`src/rtl/mem_port_arbiter.sv`:
```
// mem_port_arbiter
//   Round-robin arbiter sharing the single off-chip memory port between the
//   instruction-fetch unit (IFU, read only) and the load/store unit (LSU).
//   The winning request is registered, the memory strobe is held until the
//   controller reports ready, and a one-cycle response pulse goes back to the
//   owner. Only one transaction is outstanding at a time.
//
//   FSM: IDLE -> BUSY -> DRAIN -> IDLE
//     IDLE  : combinational *_req_ready; grant the single valid port, or the
//             port that did not win last time when both are valid.
//     BUSY  : strobe asserted; on mem_io_ready capture data, pulse response.
//     DRAIN : strobes low; wait for mem_io_ready to fall so that a long ready
//             from the controller is not taken as completion of the next access.
//
//   Optional feature (macro MEM_ARB_TIMEOUT_EN):
//     A 16-bit BUSY-cycle counter aborts the access after TIMEOUT_CYCLES cycles
//     without ready, returning resp_err=1 and rdata=0. Without the macro the
//     BUSY state waits indefinitely and *_resp_err stays 0.
//
//   Ports
//     ramclk, rst                       clock (rising edge), sync active-low reset
//     ifu_req_valid/ready/addr          IFU request channel
//     ifu_resp_valid/rdata/err          IFU response channel
//     lsu_req_valid/ready/addr/write/wdata/size   LSU request channel
//     lsu_resp_valid/rdata/err          LSU response channel
//     mem_io_addr/read/write/wdata, io_byte_size  memory request side
//     mem_io_rdata, mem_io_ready        memory response side
//     arb_busy                          FSM is not in IDLE
module mem_port_arbiter #(
    parameter int XLEN           = 32,
    parameter int TIMEOUT_CYCLES = 255
) (
    input  logic            ramclk,
    input  logic            rst,
    input  logic            ifu_req_valid,
    output logic            ifu_req_ready,
    input  logic [XLEN-1:0] ifu_req_addr,
    output logic            ifu_resp_valid,
    output logic [XLEN-1:0] ifu_resp_rdata,
    output logic            ifu_resp_err,
    input  logic            lsu_req_valid,
    output logic            lsu_req_ready,
    input  logic [XLEN-1:0] lsu_req_addr,
    input  logic            lsu_req_write,
    input  logic [XLEN-1:0] lsu_req_wdata,
    input  logic [1:0]      lsu_req_size,
    output logic            lsu_resp_valid,
    output logic [XLEN-1:0] lsu_resp_rdata,
    output logic            lsu_resp_err,
    output logic [XLEN-1:0] mem_io_addr,
    output logic            mem_io_read,
    output logic            mem_io_write,
    output logic [XLEN-1:0] mem_io_wdata,
    output logic [1:0]      io_byte_size,
    input  logic [XLEN-1:0] mem_io_rdata,
    input  logic            mem_io_ready,
    output logic            arb_busy
);

    // Elaboration-time parameter sanity checks.
    if (TIMEOUT_CYCLES < 1 || TIMEOUT_CYCLES > 65535) begin : g_bad_timeout
        $error("TIMEOUT_CYCLES must be in 1..65535");
    end

    typedef enum logic [1:0] {
        IDLE  = 2'd0,
        BUSY  = 2'd1,
        DRAIN = 2'd2
    } state_t;

    localparam logic OWN_IFU = 1'b0;
    localparam logic OWN_LSU = 1'b1;

    state_t          state, state_nxt;
    logic            last_grant, last_grant_nxt;
    logic            owner, owner_nxt;
    logic [XLEN-1:0] addr_nxt, wdata_nxt;
    logic            read_nxt, write_nxt;
    logic [1:0]      size_nxt;
    logic            ifu_valid_nxt, lsu_valid_nxt;
    logic [XLEN-1:0] ifu_rdata_nxt, lsu_rdata_nxt;
    logic            ifu_err_nxt, lsu_err_nxt;

`ifdef MEM_ARB_TIMEOUT_EN
    // Abort fires on the edge that ends the TIMEOUT_CYCLES-th BUSY cycle.
    localparam logic [15:0] TMO_LAST = 16'(TIMEOUT_CYCLES - 1);
    logic [15:0] tmo_cnt, tmo_cnt_nxt;
`endif

    assign arb_busy = (state != IDLE);

    always_comb begin
        state_nxt      = state;
        last_grant_nxt = last_grant;
        owner_nxt      = owner;
        addr_nxt       = mem_io_addr;
        wdata_nxt      = mem_io_wdata;
        read_nxt       = mem_io_read;
        write_nxt      = mem_io_write;
        size_nxt       = io_byte_size;
        ifu_valid_nxt  = 1'b0;
        lsu_valid_nxt  = 1'b0;
        ifu_rdata_nxt  = ifu_resp_rdata;
        lsu_rdata_nxt  = lsu_resp_rdata;
        ifu_err_nxt    = ifu_resp_err;
        lsu_err_nxt    = lsu_resp_err;
        ifu_req_ready  = 1'b0;
        lsu_req_ready  = 1'b0;
`ifdef MEM_ARB_TIMEOUT_EN
        tmo_cnt_nxt    = tmo_cnt;
`endif

        case (state)
            IDLE: begin
                // IFU wins when alone, or when both are valid and LSU won last.
                if (ifu_req_valid && (!lsu_req_valid || last_grant == OWN_LSU)) begin
                    ifu_req_ready = 1'b1;
                end else if (lsu_req_valid) begin
                    lsu_req_ready = 1'b1;
                end

                if (ifu_req_ready) begin
                    owner_nxt      = OWN_IFU;
                    last_grant_nxt = OWN_IFU;
                    addr_nxt       = ifu_req_addr;
                    wdata_nxt      = '0;
                    size_nxt       = 2'd0;
                    read_nxt       = 1'b1;
                    write_nxt      = 1'b0;
                    state_nxt      = BUSY;
`ifdef MEM_ARB_TIMEOUT_EN
                    tmo_cnt_nxt    = '0;
`endif
                end else if (lsu_req_ready) begin
                    owner_nxt      = OWN_LSU;
                    last_grant_nxt = OWN_LSU;
                    addr_nxt       = lsu_req_addr;
                    wdata_nxt      = lsu_req_wdata;
                    size_nxt       = lsu_req_size;
                    read_nxt       = !lsu_req_write;
                    write_nxt      = lsu_req_write;
                    state_nxt      = BUSY;
`ifdef MEM_ARB_TIMEOUT_EN
                    tmo_cnt_nxt    = '0;
`endif
                end
            end

            BUSY: begin
                if (mem_io_ready) begin
                    read_nxt  = 1'b0;
                    write_nxt = 1'b0;
                    state_nxt = DRAIN;
                    if (owner == OWN_IFU) begin
                        ifu_valid_nxt = 1'b1;
                        ifu_rdata_nxt = mem_io_rdata;
                        ifu_err_nxt   = 1'b0;
                    end else begin
                        lsu_valid_nxt = 1'b1;
                        // Writes return zero data.
                        lsu_rdata_nxt = mem_io_write ? '0 : mem_io_rdata;
                        lsu_err_nxt   = 1'b0;
                    end
                end
`ifdef MEM_ARB_TIMEOUT_EN
                else if (tmo_cnt == TMO_LAST) begin
                    read_nxt  = 1'b0;
                    write_nxt = 1'b0;
                    state_nxt = DRAIN;
                    if (owner == OWN_IFU) begin
                        ifu_valid_nxt = 1'b1;
                        ifu_rdata_nxt = '0;
                        ifu_err_nxt   = 1'b1;
                    end else begin
                        lsu_valid_nxt = 1'b1;
                        lsu_rdata_nxt = '0;
                        lsu_err_nxt   = 1'b1;
                    end
                end else begin
                    tmo_cnt_nxt = tmo_cnt + 16'd1;
                end
`endif
            end

            DRAIN: begin
                if (!mem_io_ready) begin
                    state_nxt = IDLE;
                end
            end

            default: state_nxt = IDLE;
        endcase
    end

    always_ff @(posedge ramclk) begin
        if (!rst) begin
            state          <= IDLE;
            last_grant     <= OWN_LSU;
            owner          <= OWN_IFU;
            mem_io_addr    <= '0;
            mem_io_wdata   <= '0;
            mem_io_read    <= 1'b0;
            mem_io_write   <= 1'b0;
            io_byte_size   <= 2'd0;
            ifu_resp_valid <= 1'b0;
            lsu_resp_valid <= 1'b0;
            ifu_resp_rdata <= '0;
            lsu_resp_rdata <= '0;
            ifu_resp_err   <= 1'b0;
            lsu_resp_err   <= 1'b0;
`ifdef MEM_ARB_TIMEOUT_EN
            tmo_cnt        <= '0;
`endif
        end else begin
            state          <= state_nxt;
            last_grant     <= last_grant_nxt;
            owner          <= owner_nxt;
            mem_io_addr    <= addr_nxt;
            mem_io_wdata   <= wdata_nxt;
            mem_io_read    <= read_nxt;
            mem_io_write   <= write_nxt;
            io_byte_size   <= size_nxt;
            ifu_resp_valid <= ifu_valid_nxt;
            lsu_resp_valid <= lsu_valid_nxt;
            ifu_resp_rdata <= ifu_rdata_nxt;
            lsu_resp_rdata <= lsu_rdata_nxt;
            ifu_resp_err   <= ifu_err_nxt;
            lsu_resp_err   <= lsu_err_nxt;
`ifdef MEM_ARB_TIMEOUT_EN
            tmo_cnt        <= tmo_cnt_nxt;
`endif
        end
    end

endmodule

```
`config.mk`:
```
export PLATFORM = sky130hd
export DESIGN_NAME = mem_port_arbiter
export DESIGN_NICKNAME = d
export VERILOG_FILES = /design/src/rtl/mem_port_arbiter.sv
export SDC_FILE = /design/constraint.sdc
export NUM_CORES = 1
export LEC_CHECK = 0
export CAP_MARGIN = 0
export CORE_UTILIZATION = 40
export CTS_BUF_LIST = sky130_fd_sc_hd__clkbuf_8
export DETAILED_ROUTE_END_ITERATION = 7
export GPL_TIMING_DRIVEN = 0
export PLACE_DENSITY = 0.84
export SLEW_MARGIN = 20
export SYNTH_ARGS = -nofsm -noshare
export SYNTH_HDL_FRONTEND = slang
export SYNTH_SLANG_ARGS = --single-unit
```
`constraint.sdc`:
```
create_clock -name ramclk -period 1.5 [get_ports ramclk]
set_input_delay 0.225 -clock ramclk [delete_from_list [all_inputs] [get_ports ramclk]]
set_output_delay 0.225 -clock ramclk [all_outputs]
set_load 0.05 [all_outputs]
```
==> impl_metrics.json, run 1 <==
{
  "status": "complete, but fails checks",
  "violations": "setup timing",
  "overflow": 0,
  "numPortBuffers": 271,
  "synth_top_cell_by_area": "dfxtp_1",
  "initialDrtViolationCount": 391,
  "max-vdd-ir-drop_mv": 0.5497,
  "drc": 0,
  "layout.cells.non_filler": 1091,
  "synth-edff-count": 0,
  "clk_pin_slew_worst_paths_ns": 0.07,
  "cp-start-kind": "input pin",
  "ys_types": 33,
  "htree_levels": 4,
  "maxSlewHeadroom_pct": 61.34,
  "start_util_pct": 41.59,
  "clockBufferDepth": 2,
  "clock_sinks": 138,
  "rows": 42,
  "slew_violations": 0,
  "max_stage_delay_ns": 0.57,
  "hold_depth": 3,
  "cp_max_fo": 10,
  "fin_skew_ns": 0.01257,
  "grt_max_degree": 17,
  "crit_type": "in2out",
  "avgViaCountPerCell": 5.390,
  "worst_pin_slew_ns": 0.5800,
  "p_leak_uw": 0.003756,
  "syn_avg_cell_area_sq_um": 9.468,
  "arrival_ns": 1.44,
  "syn-instance-count": 591,
  "cpLargestDelayFamily": "buffers and inverters",
  "clk_latency_ns": 0.45,
  "routedWlPerCell_microns": 17.85,
  "grt_use_total_pct": 26.63,
  "layout-drive-gt1-share_pct": 26.48,
  "hpwl_microns": 13660,
  "fmax_mhz": 600.1,
  "antenna_left": 0,
  "synthFlopType": "dfxtp_1",
  "ios": 275,
  "hold_viol": 0,
  "wirelength_microns": 19480,
  "path_cells": "clkdlybuf4s50_1 -> clkbuf_2 -> and3_4 -> buf_8",
  "cp.depth": 4,
  "syn_to_final_growth_pct": 69.92,
  "ys_ff_latch": 138,
  "vias": 5881,
  "finish.utilization_pct": 70.68,
  "power.total_uw": 10310,
  "fillCellCount": 1053,
  "dpl.cell_count": 1039,
  "core_area_sq_um": 13450,
  "hold_path_class": "in2reg",
  "cpMaxStageDelayCell": "clkdlybuf4s50_1",
  "power.density_nw_per_um2": 1085,
  "fin_ws_ns": -0.1663,
  "tritoncts": "yes",
  "yosys_warnings": 0,
  "critPathCaptureType": "output port",
  "synthArstFlopShare_pct": 0,
  "fp.dieH_microns": 120.3,
  "yosysSeqAreaShare_pct": 49.37,
  "hold_buffers": 0,
  "synth.top_cell.area_share_pct": 49.37,
  "post_dp_cell_area_sq_um": 8533,
  "required_ns": 1.27,
  "root_buffer": "clkbuf_8",
  "nets": 1037,
  "period_share_pct": 111.1,
  "crit_buf_inv": 3,
  "cts_buffers": 17,
  "grt_pass1_vias": 5703,
  "multi_input_area_sq_um": 2515,
  "layout_min_cycle_time_ns": 1.666,
  "die-area_sq_um": 14460,
  "seqCellArea_sq_um": 2769,
  "place.gp.congestion": 0.8153,
  "rsz0062_at_grt": "yes",
  "final_area_sq_um": 9508,
  "antenna_found_initial": 1,
  "synth_area_leaders": "dfxtp_1 (49%), o21ai_1 (5.9%), o311a_1 (5.7%)",
  "grt_pass1_wl_microns": 29970,
  "synth_most_common_cell": "dfxtp_1",
  "yosys-top-cells-count": "dfxtp_1 (138), o21ai_1 (66), nand2_1 (65)",
  "dieWidth_microns": 120.3,
  "drtPass1Iterations": 5,
  "finalSetupViolCount": 64,
  "rr_worst_depth": 8,
  "netlist_area_sq_um": 5595,
  "drv_cap": 0
}
## registers in the layout (all words and copies together), names as in the netlist
name,flops
ifu_resp_rdata,32
lsu_resp_rdata,32
mem_io_addr,32
mem_io_wdata,32
io_byte_size,2
state,2
ifu_resp_valid,1
last_grant,1
lsu_resp_valid,1
mem_io_read,1
mem_io_write,1
owner,1
## cells by family after synthesis
group	share of synthesized area, %
compound gates	26.41
buf+inv	6.127
xor+xnor	0.1566
simple gates	17.87
flops	49.37
other cells	0.06702
## tightest hold or removal path, cell delays in order
cell            delay (ns)
dlymetal6s2s_1        0.21
nand3_2               0.14
a21boi_1              0.07
## final timing paths
path / startpoint / to / slack [ns]
hold / removal: lsu_req_valid / owner / 0.24
hold reg to reg: lsu_resp_rdata[4] / lsu_resp_rdata[4] / 0.45
setup reg to reg: state[0] / mem_io_wdata[21] / -0.12
setup / recovery: ifu_req_valid / ifu_req_ready / -0.17
## per-layer routing
metal | vias up | global-route usage (%) | share of wire, %
li1 | 2805 | - | -
met1 | 2775 | 31.37 | 41
met2 | 263 | 45.33 | 49
met3 | 38 | 7.642 | 7.4
met4 | 0 | 10.73 | 2.5
met5 | - | 0 | 0
## layout by cell type (no fill, tap or decap), types with 20 or more instances in the layout
cell / n
a22o_1: 34
a21boi_1: 33
nand4b_1: 32
nand3_1: 33
clkdlybuf4s50_1: 133
clkbuf_1: 22
o21bai_1: 32
dfxtp_1: 135
clkdlybuf4s15_2: 130
o311a_1: 32
o21ai_1: 65
nand2_1: 65
and3_1: 33
buf_4: 20
## area by class of cell
cell class	instances	share of cell area (%)
flip-flops and latches	138	29.12
clock buffers	19	2.750
well taps	176	2.316
inverters	3	0.1711
repair buffers	290	32.15
diodes	1	0.02632
multi-input cells	382	26.45
plain buffers	69	4.777
clock inverters	13	2.237
## power breakdown
part           internal (uW)  switching (uW)  total [uW]
clock                   2080            1530        3610
combinational           1150            1540        2690
sequential              3890             119        4010
## stage by stage
stage	TNS [ns]	setup WS (ns)	hold WS, ns
floorplan	0	0.05018	0.3505
global placement	-35.77	-1.005	0.4353
detailed placement	-38.65	-0.9941	0.4404
CTS	-3.971	-0.1790	0.3363
global route	-7.860	-0.2300	0.2395
finish	-4.005	-0.1663	0.2441
## what timing repair did
item                       CTS  global route
setup endpoints to repair  190           124
pin swaps                   23            16
setup buffers               12             4
gates resized for setup    468            41
gates cloned                 4             0
Power figures use the tool's default switching activity.
==> inputs of run 2 (changes only) <==
==> constraint.sdc (replaced) <==
create_clock -name ramclk -period 2 [get_ports ramclk]
set_input_delay 0.3 -clock ramclk [delete_from_list [all_inputs] [get_ports ramclk]]
set_output_delay 0.3 -clock ramclk [all_outputs]
set_load 0.05 [all_outputs]
==> run 2 against run 1 <==
The run now ends clean. First-iteration DRC count is 2.0% higher. Cell area is 6.1% lower. Cell count is 2.0% lower. Clock power is 37% lower. Via count is 2.6% lower. Die area stayed put. Critical path type is now reg2out.
==> impl_metrics.json, run 2 (synthesis gave the netlist of run 1 again) <==
{
  "nets": 1016,
  "overflow": 0,
  "seqCellArea_sq_um": 2763,
  "p_leak_uw": 0.003500,
  "dieWidth_microns": 120.3,
  "grt_max_degree": 20,
  "rows": 42,
  "layout-drive-gt1-share_pct": 7.615,
  "ios": 275,
  "fin_ws_ns": 0.05097,
  "worstReg2RegEnd": "mem_io_addr[11]",
  "cp-startpoint": "ifu_resp_rdata[20]",
  "status": "completed",
  "crit_path_end": "ifu_resp_rdata[20]",
  "cp-start-kind": "flop",
  "final_cell_mix": "clkdlybuf4s50_1 (267), dfxtp_1 (138), o21ai_1 (66)",
  "cp_max_fo": 2,
  "required_ns": 1.70,
  "wirelength_microns": 18470,
  "multi_input_area_sq_um": 2494,
  "grt_pass1_wl_microns": 28620,
  "finalSetupViolCount": 0,
  "r2r_slack_ns": 0.40,
  "hold_path_class": "in2reg",
  "fin_skew_ns": 0.01329,
  "root_buffer": "clkbuf_8",
  "clk_pin_slew_worst_paths_ns": 0.08,
  "initialDrtViolationCount": 399,
  "crit_buf_inv": 1,
  "hpwl_microns": 13530,
  "avgViaCountPerCell": 5.356,
  "r2r-start": "state[1]",
  "worst_pin_slew_ns": 0.5551,
  "maxSlewHeadroom_pct": 62.88,
  "clock_sinks": 138,
  "fmax_mhz": 513.1,
  "fillCellCount": 1107,
  "tritoncts": "yes",
  "critPathCaptureType": "output port",
  "drc": 0,
  "drv_cap": 0,
  "place.gp.congestion": 0.7950,
  "grt_use_total_pct": 25.37,
  "rsz0062_at_grt": "no",
  "holdWs_ns": 0.4349,
  "routedWlPerCell_microns": 17.27,
  "hold_buffers": 0,
  "die-area_sq_um": 14460,
  "fp.dieH_microns": 120.3,
  "cp.depth": 1,
  "htree_levels": 4,
  "numPortBuffers": 271,
  "cpLargestDelayFamily": "buffers and inverters",
  "rr_worst_depth": 4,
  "period_share_pct": 97.45,
  "arrival_ns": 1.65,
  "clockBufferDepth": 2,
  "core_area_sq_um": 13450,
  "syn_to_final_growth_pct": 59.48,
  "final_common_cell": "clkdlybuf4s50_1",
  "antenna_left": 0,
  "crit_type": "reg2out",
  "drtPass1Iterations": 5,
  "power.total_uw": 7188,
  "start_util_pct": 41.59,
  "max-vdd-ir-drop_mv": 0.5256,
  "grt_pass1_vias": 5487,
  "hold_viol": 0,
  "layout_min_cycle_time_ns": 1.949,
  "max_stage_delay_ns": 0.85,
  "path_cells": "clkdlybuf4s50_1",
  "antenna_found_initial": 0,
  "antenna_cells": 0,
  "slew_violations": 0,
  "vias": 5726,
  "dp_slack_ns": -0.6648,
  "clk_latency_ns": 0.45,
  "cpMaxStageDelayCell": "clkdlybuf4s50_1",
  "power.density_nw_per_um2": 805.5,
  "cts_buffers": 17
}
-- run 2: where the power goes --
| group | switching (uW) | internal, uW | leakage [uW] |
|---|---|---|---|
| Combinational | 1110 | 777 | 0.00216 |
| Clock | 1040 | 1250 | 0.000216 |
| Sequential | 93.0 | 2920 | 0.00113 |
| Total | 2240 | 4950 | 0.00350 |
-- run 2: tightest hold or removal path: cells and delay by family --
kind / cells / cell delay, ns
AOI/OAI and AO/OA: 1 / 0.05
buffers and inverters: 1 / 0.42
and+or+nand+nor: 1 / 0.07
-- run 2: cell type report --
cell class              count  area share [%]
plain buffers              67           3.660
clock buffers              22           3.393
clock inverters            10           1.122
repair buffers            271           30.30
inverters                   3          0.1542
well taps                 176           2.468
multi-input cells         382           27.94
flip-flops and latches    138           30.96
-- run 2: how the worst min path moves through the flow --
| stage | slack (ns) | end | startpoint | depth (start not counted) |
|---|---|---|---|---|
| after global placement | 0.44 | lsu_resp_rdata[18] | lsu_resp_rdata[18] | 2 |
| after detailed placement | 0.44 | ifu_resp_rdata[18] | ifu_resp_rdata[18] | 2 |
| after floorplan | 0.43 | mem_io_wdata[10] | lsu_req_wdata[10] | 1 |
| after CTS | 0.42 | ifu_resp_rdata[18] | mem_io_rdata[18] | 3 |
| final | 0.43 | ifu_resp_rdata[18] | mem_io_rdata[18] | 3 |
| after global routing | 0.43 | mem_io_wdata[27] | lsu_req_wdata[27] | 2 |
-- run 2: routing by layer --
metal | wire, microns | share of wire, % | GRT usage (%) | vias up
met4 | 623 | 3.4 | 11.65 | 0
met2 | 8814 | 48 | 42.06 | 237
met3 | 1402 | 7.6 | 7.547 | 42
li1 | - | - | - | 2751
met1 | 7625 | 41 | 30.10 | 2696
met5 | 0 | 0 | 0 | -
-- run 2: repair_timing --
| action | CTS | global route |
|---|---|---|
| resized for setup | 17 | 4 |
| endpoints found under the setup margin | 4 | 1 |
| buffers inserted | 0 | 0 |
| pin swaps | 0 | 0 |
-- run 2: metrics by stage --
step                      setup TNS (ns)  std cells  util [%]  instance area, sq um
final                                  0       1069     66.33                  8924
after floorplan                        0        592         -                  5599
after CTS                              0       1069     66.30                  8920
after global placement            -1.250       1039     63.42                  8532
after detailed placement          -1.216       1039     63.42                  8532
after global routing                   0       1069     66.33                  8924
